==> src/rtl/unreg_shift_sequencer.sv <==
// unreg_shift_sequencer: sequencing controller for the 16-bit load/shift register.
// Accepts NOP/LOAD/SHIFT/LOAD_SHIFT commands over valid/ready, owns the shift
// register, serialises it MSB-first under backpressure and drives the datapath
// mode controls (s, t, u).
module unreg_shift_sequencer #(
    parameter int unsigned WIDTH = 16,
    parameter int unsigned CNT_W = 5
) (
    input  logic             clk,
    input  logic             rst,
    input  logic             cmd_valid,
    output logic             cmd_ready,
    input  logic [1:0]       cmd_op,
    input  logic [WIDTH-1:0] cmd_data,
    input  logic [CNT_W-1:0] cmd_cnt,
    output logic             ser_out,
    output logic             ser_valid,
    input  logic             ser_ready,
    output logic             mode_s,
    output logic             mode_t,
    output logic             mode_u,
    output logic [WIDTH-1:0] reg_q,
    output logic             busy,
    output logic             done
);

    localparam logic [1:0] OP_NOP        = 2'b00;
    localparam logic [1:0] OP_LOAD       = 2'b01;
    localparam logic [1:0] OP_SHIFT      = 2'b10;
    localparam logic [1:0] OP_LOAD_SHIFT = 2'b11;

    typedef enum logic [1:0] {
        ST_IDLE  = 2'b00,
        ST_LOAD  = 2'b01,
        ST_SHIFT = 2'b10,
        ST_DONE  = 2'b11
    } state_t;

    state_t           r_state;
    logic [WIDTH-1:0] r_reg;
    logic [WIDTH-1:0] r_data;
    logic [CNT_W-1:0] r_cnt;
    logic             r_op_shift;
    logic             r_cmd_ready;
    logic             r_ser_valid;
    logic             r_busy;
    logic             r_done;

    logic             w_accept;
    logic [CNT_W-1:0] w_cnt_sat;
    logic             w_shift_fire;

    // Command handshake and shift count clamped to the register width
    assign w_accept     = cmd_valid && r_cmd_ready;
    assign w_cnt_sat    = (cmd_cnt > CNT_W'(WIDTH)) ? CNT_W'(WIDTH) : cmd_cnt;
    assign w_shift_fire = (r_state == ST_SHIFT) && ser_ready;

    // Sequencer: state, shift register, counter and registered status outputs
    always_ff @(posedge clk or posedge rst) begin
        if (rst) begin
            r_state     <= ST_IDLE;
            r_reg       <= '0;
            r_data      <= '0;
            r_cnt       <= '0;
            r_op_shift  <= 1'b0;
            r_cmd_ready <= 1'b1;
            r_ser_valid <= 1'b0;
            r_busy      <= 1'b0;
            r_done      <= 1'b0;
        end else begin
            r_done <= 1'b0;
            case (r_state)
                ST_IDLE: begin
                    if (w_accept) begin
                        case (cmd_op)
                            OP_NOP: begin
                                r_done <= 1'b1;
                            end
                            OP_LOAD, OP_LOAD_SHIFT: begin
                                r_data      <= cmd_data;
                                r_op_shift  <= (cmd_op == OP_LOAD_SHIFT);
                                if (cmd_op == OP_LOAD_SHIFT) begin
                                    r_cnt <= w_cnt_sat;
                                end
                                r_state     <= ST_LOAD;
                                r_cmd_ready <= 1'b0;
                                r_busy      <= 1'b1;
                            end
                            OP_SHIFT: begin
                                r_cnt       <= w_cnt_sat;
                                r_cmd_ready <= 1'b0;
                                r_busy      <= 1'b1;
                                if (w_cnt_sat == '0) begin
                                    r_state <= ST_DONE;
                                    r_done  <= 1'b1;
                                end else begin
                                    r_state     <= ST_SHIFT;
                                    r_ser_valid <= 1'b1;
                                end
                            end
                            default: begin
                                r_done <= 1'b1;
                            end
                        endcase
                    end
                end
                ST_LOAD: begin
                    // The captured value lands in the register on the edge leaving LOAD
                    r_reg <= r_data;
                    if (!r_op_shift) begin
                        r_state     <= ST_IDLE;
                        r_done      <= 1'b1;
                        r_cmd_ready <= 1'b1;
                        r_busy      <= 1'b0;
                    end else if (r_cnt == '0) begin
                        r_state <= ST_DONE;
                        r_done  <= 1'b1;
                    end else begin
                        r_state     <= ST_SHIFT;
                        r_ser_valid <= 1'b1;
                    end
                end
                ST_SHIFT: begin
                    if (ser_ready) begin
                        r_reg <= {r_reg[WIDTH-2:0], 1'b0};
                        r_cnt <= r_cnt - CNT_W'(1);
                        if (r_cnt == CNT_W'(1)) begin
                            r_state     <= ST_DONE;
                            r_ser_valid <= 1'b0;
                            r_done      <= 1'b1;
                        end
                    end
                end
                ST_DONE: begin
                    r_state     <= ST_IDLE;
                    r_cmd_ready <= 1'b1;
                    r_busy      <= 1'b0;
                end
                default: begin
                    r_state     <= ST_IDLE;
                    r_cmd_ready <= 1'b1;
                    r_ser_valid <= 1'b0;
                    r_busy      <= 1'b0;
                end
            endcase
        end
    end

    // Mode controls qualify the same edge as the serial handshake, so they
    // are decoded from the state register and ser_ready; load and shift are
    // mutually exclusive because they come from different states.
    assign mode_s = 1'b0;
    assign mode_t = w_shift_fire;
    assign mode_u = (r_state == ST_LOAD) || w_shift_fire;

    assign cmd_ready = r_cmd_ready;
    assign ser_valid = r_ser_valid;
    assign ser_out   = r_reg[WIDTH-1];
    assign reg_q     = r_reg;
    assign busy      = r_busy;
    assign done      = r_done;

endmodule

==> config.mk <==
export PLATFORM = sky130hd
export DESIGN_NAME = unreg_shift_sequencer
export DESIGN_NICKNAME = d
export VERILOG_FILES = /design/src/rtl/unreg_shift_sequencer.sv
export SDC_FILE = /design/constraint.sdc
export NUM_CORES = 1
export LEC_CHECK = 0
export CORE_MARGIN = 2
export CORE_UTILIZATION = 50
export CTS_CLUSTER_SIZE = 14
export DETAILED_ROUTE_END_ITERATION = 6
export PLACE_DENSITY = 0.88
export SYNTH_ARGS = -nofsm -noshare
export SYNTH_HDL_FRONTEND = slang
export SYNTH_SLANG_ARGS = --single-unit
==> constraint.sdc <==
create_clock -name clk -period 3 [get_ports clk]
set_input_delay 0.6 -clock clk [delete_from_list [all_inputs] [get_ports clk]]
set_output_delay 0.6 -clock clk [all_outputs]
set_load 0.005 [all_outputs]
==> metrics.txt, run 1 <==
first-iteration detailed-routing DRC count=80; Met2 Routed Length=2240 microns; number of enable flip-flop cells after synthesis=0; fraction of the mapped netlist area in adder cells=4.52%; Static Leakage=between 1 and 1.5 nW; pwr/cell area=1010 mW/mm^2; critical path fanouts, max=4; routed via count=1669; register-to-register setup slack=0.72 ns; total I/O pin count=51; Via density=5.51; sequential element share of the synthesized area=49.7%; Netlist cell types=44; Detail Route Antenna Nets=0; post-detailed-route DRC marker count=0; multiplexer share of the synthesized area=about 17%; GR Util All Layers=19.8%; average detailed-routed wire length per instance=approximately 15 microns; antenna violations before repair=0; TritonCTS clock tree=done; number of setup violations in the final report=0; post-CTS sizing=0; total power=around 2.9 mW; syn_area_per_cell=11.1 sq um; startpoint of the most critical hold path=r_data[11]; Data required, critical path=2.40 ns; global-route wire length before repair=7910 microns; largest family of logic cells by synthesized area=multiplexers; RSZ-0062 raised after global routing=no; number of nets produced by synthesis=roughly 240; result of the run=finished, final reports clean; hold buffer count at CTS=0; number of port buffers=49; Net count, final=285; post-synthesis share of cell area spent on and, or, nand and nor gates=between 10% and 20%; main flop type after synthesis=dfrtp_1; hpwl dp=about 3300 microns; combined area of all synthesized cells=approximately 0.0022 sq mm; number of maximum-capacitance violations=0; Async SR Flop Fraction=100%; final-report max-slew violation count=0; kind of start point of the critical path=input port; clk root buf=clkbuf_8; Sum Neg Setup Slack=0 ns; drt first pass iters=4; Critical R2R Launch=r_state[0]; total inserted antenna cells=0; fill cell instance count of the final layout=351; number of buffers on the longest clock path=2; Rows=24; flip-flop and latch count after synthesis=44; effective utilization at floorplan=51.2%; H-tree levels=2; Worst setup startpoint=ser_ready; die area=0.00498 sq mm; final count of hold timing violations=0; xor-xnor portion of the synthesized cell area=0%; top cells by area in the synthesized netlist=dfrtp_1 49%, mux2_2 8.6%, mux2i_1 7.7%; fraction of final layout cells sized beyond drive strength 1=13.9%; post-route worst setup slack=0.429 ns; worst setup path class=in -> out; Routability Congestion=0.826; global route total overflow=0; cts bufs inserted=5; class of the worst hold path=reg -> reg; Worst slew margin=about three fifths; area of the core=roughly 0.0043 sq mm; data arrival time of the critical path=1.97 ns; vias in the first global route=1749; largest voltage drop on the vdd net=between 0.0005 and 0.0006 V; Final min period=2.57 ns; clock sink total=44; cell accounting for the most synthesized area=dfrtp_1; Yosys warning total=0; area growth from synthesis to layout=28.0%; clock skew after layout=a little over 0.007 ns; sum of routed wire segments on met1=2110 microns; clock latency of the later-clocked register in the worst-skew pair=0.29 ns; count of buffers added by post-CTS timing repair for setup=0; clock transition time at the flip-flop clock pins of the worst setup and hold paths=0.07 ns; synthesized instance count=200; wire length reported by the detailed router=4630 microns; fraction of the core area covered by cells at the end of the flow=around 66%; post-route fraction of the period consumed by the critical path=between 80% and 90%; maximum number of pins on one net before global-route repair=32; slew at the pin closest to its max-slew limit=0.593 ns; pre-CTS setup slack=0.423 ns; crit path capture type=output port; area fraction in compound gates after synthesis=between 10 and 15%; total met3 wirelength after detailed routing=roughly 260 microns; fmax=389 MHz; Die Wd=70.6 microns; proportion of netlist area held by the largest area contributor=approximately 49%; top layer in use=met4; Die Ht=70.6 microns
[routing by layer]
layer	vias to the layer above	track usage, %
met5	-	0
met4	0	3.77
met3	2	4.84
met2	48	33.8
met1	811	26.4
li1	808	-
[through the flow]
step / instances / hold slack (ns) / cell area, sq um
after floorplan: 200 / 0.479 / 2220
after global placement: 295 / 0.487 / 2750
after detailed placement: 295 / 0.493 / 2750
after CTS: 303 / 0.510 / 2840
after global routing: 303 / 0.526 / 2840
final: 303 / 0.507 / 2840
[worst max-delay path, cell delays in order]
cell	delay [ns]
clkdlybuf4s50_1	0.41
and2_1	0.21
or2_2	0.28
clkdlybuf4s50_1	0.47
[kinds of logic after synthesis]
kind of cell / Yosys count
adder cells (fa/ha/maj): 8
multiplexers: 35
buffers and inverters: 17
AO/OA/AOI/OAI: 48
AND/OR/NAND/NOR: 47
other: 1
flip-flops: 44
[synth_stat cells (all sizes together), types with 4 or more instances]
master,count
mux2,18
buf,4
o21ai,17
dfrtp,43
mux2i,17
nor2,7
nand2,20
a21oi,10
inv,7
ha,8
clkbuf,6
[layout by cell type, fill, tap and decap left out, types with 3 or more instances in the layout]
| cell | count |
|---|---|
| clkdlybuf4s50_1 | 49 |
| dfrtp_1 | 43 |
| nand2_1 | 20 |
| mux2_2 | 17 |
| mux2i_1 | 17 |
| o21ai_0 | 17 |
| a21oi_1 | 9 |
| ha_1 | 8 |
| nor2_1 | 7 |
| inv_1 | 6 |
| clkbuf_8 | 6 |
| buf_4 | 4 |
| o22ai_1 | 3 |
[final cells by class]
class	count	area, sq um	share of cell area, %
Clock buffer	8	90.1	3.18
Inverter	7	26.3	0.927
Multi-Input combinational cell	139	1030	36.4
Sequential cell	44	1100	38.9
Tap cell	52	65.1	2.29
Timing Repair Buffer	53	520	18.4
[where the power goes]
group / internal (mW) / switching, mW
sequential: 0.887 / 0.217
combinational: 0.741 / 0.659
clock: 0.188 / 0.184
[registers in the layout (all words and copies together), names as in the netlist]
signal / cells
r_op_shift: 1
r_cnt: 5
r_data: 16
done: 1
ser_valid: 1
r_state: 2
busy: 1
reg_q: 16
cmd_ready: 1
[final timing paths]
check                        endpoint  depth (start not counted)
max                            mode_u                          4
min                        r_data[11]                          1
max reg2reg                  r_cnt[1]                          7
min reg2reg                r_data[11]                          1
max in group asynchronous   cmd_ready                          3
min in group asynchronous  r_data[13]                          2
No activity file was read; power rests on OpenSTA's default activity.
==> inputs of run 2 (changes only) <==
--- a/config.mk
+++ b/config.mk
@@ -5,6 +5,7 @@
 export SDC_FILE = /design/constraint.sdc
 export NUM_CORES = 1
 export LEC_CHECK = 0
+export ABC_CLOCK_PERIOD_IN_PS = 3000
 export CORE_MARGIN = 2
 export CORE_UTILIZATION = 50
 export CTS_CLUSTER_SIZE = 14
==> results of run 2 <==
Same layout as run 1: the final DEF is identical, and so are final timing and power.
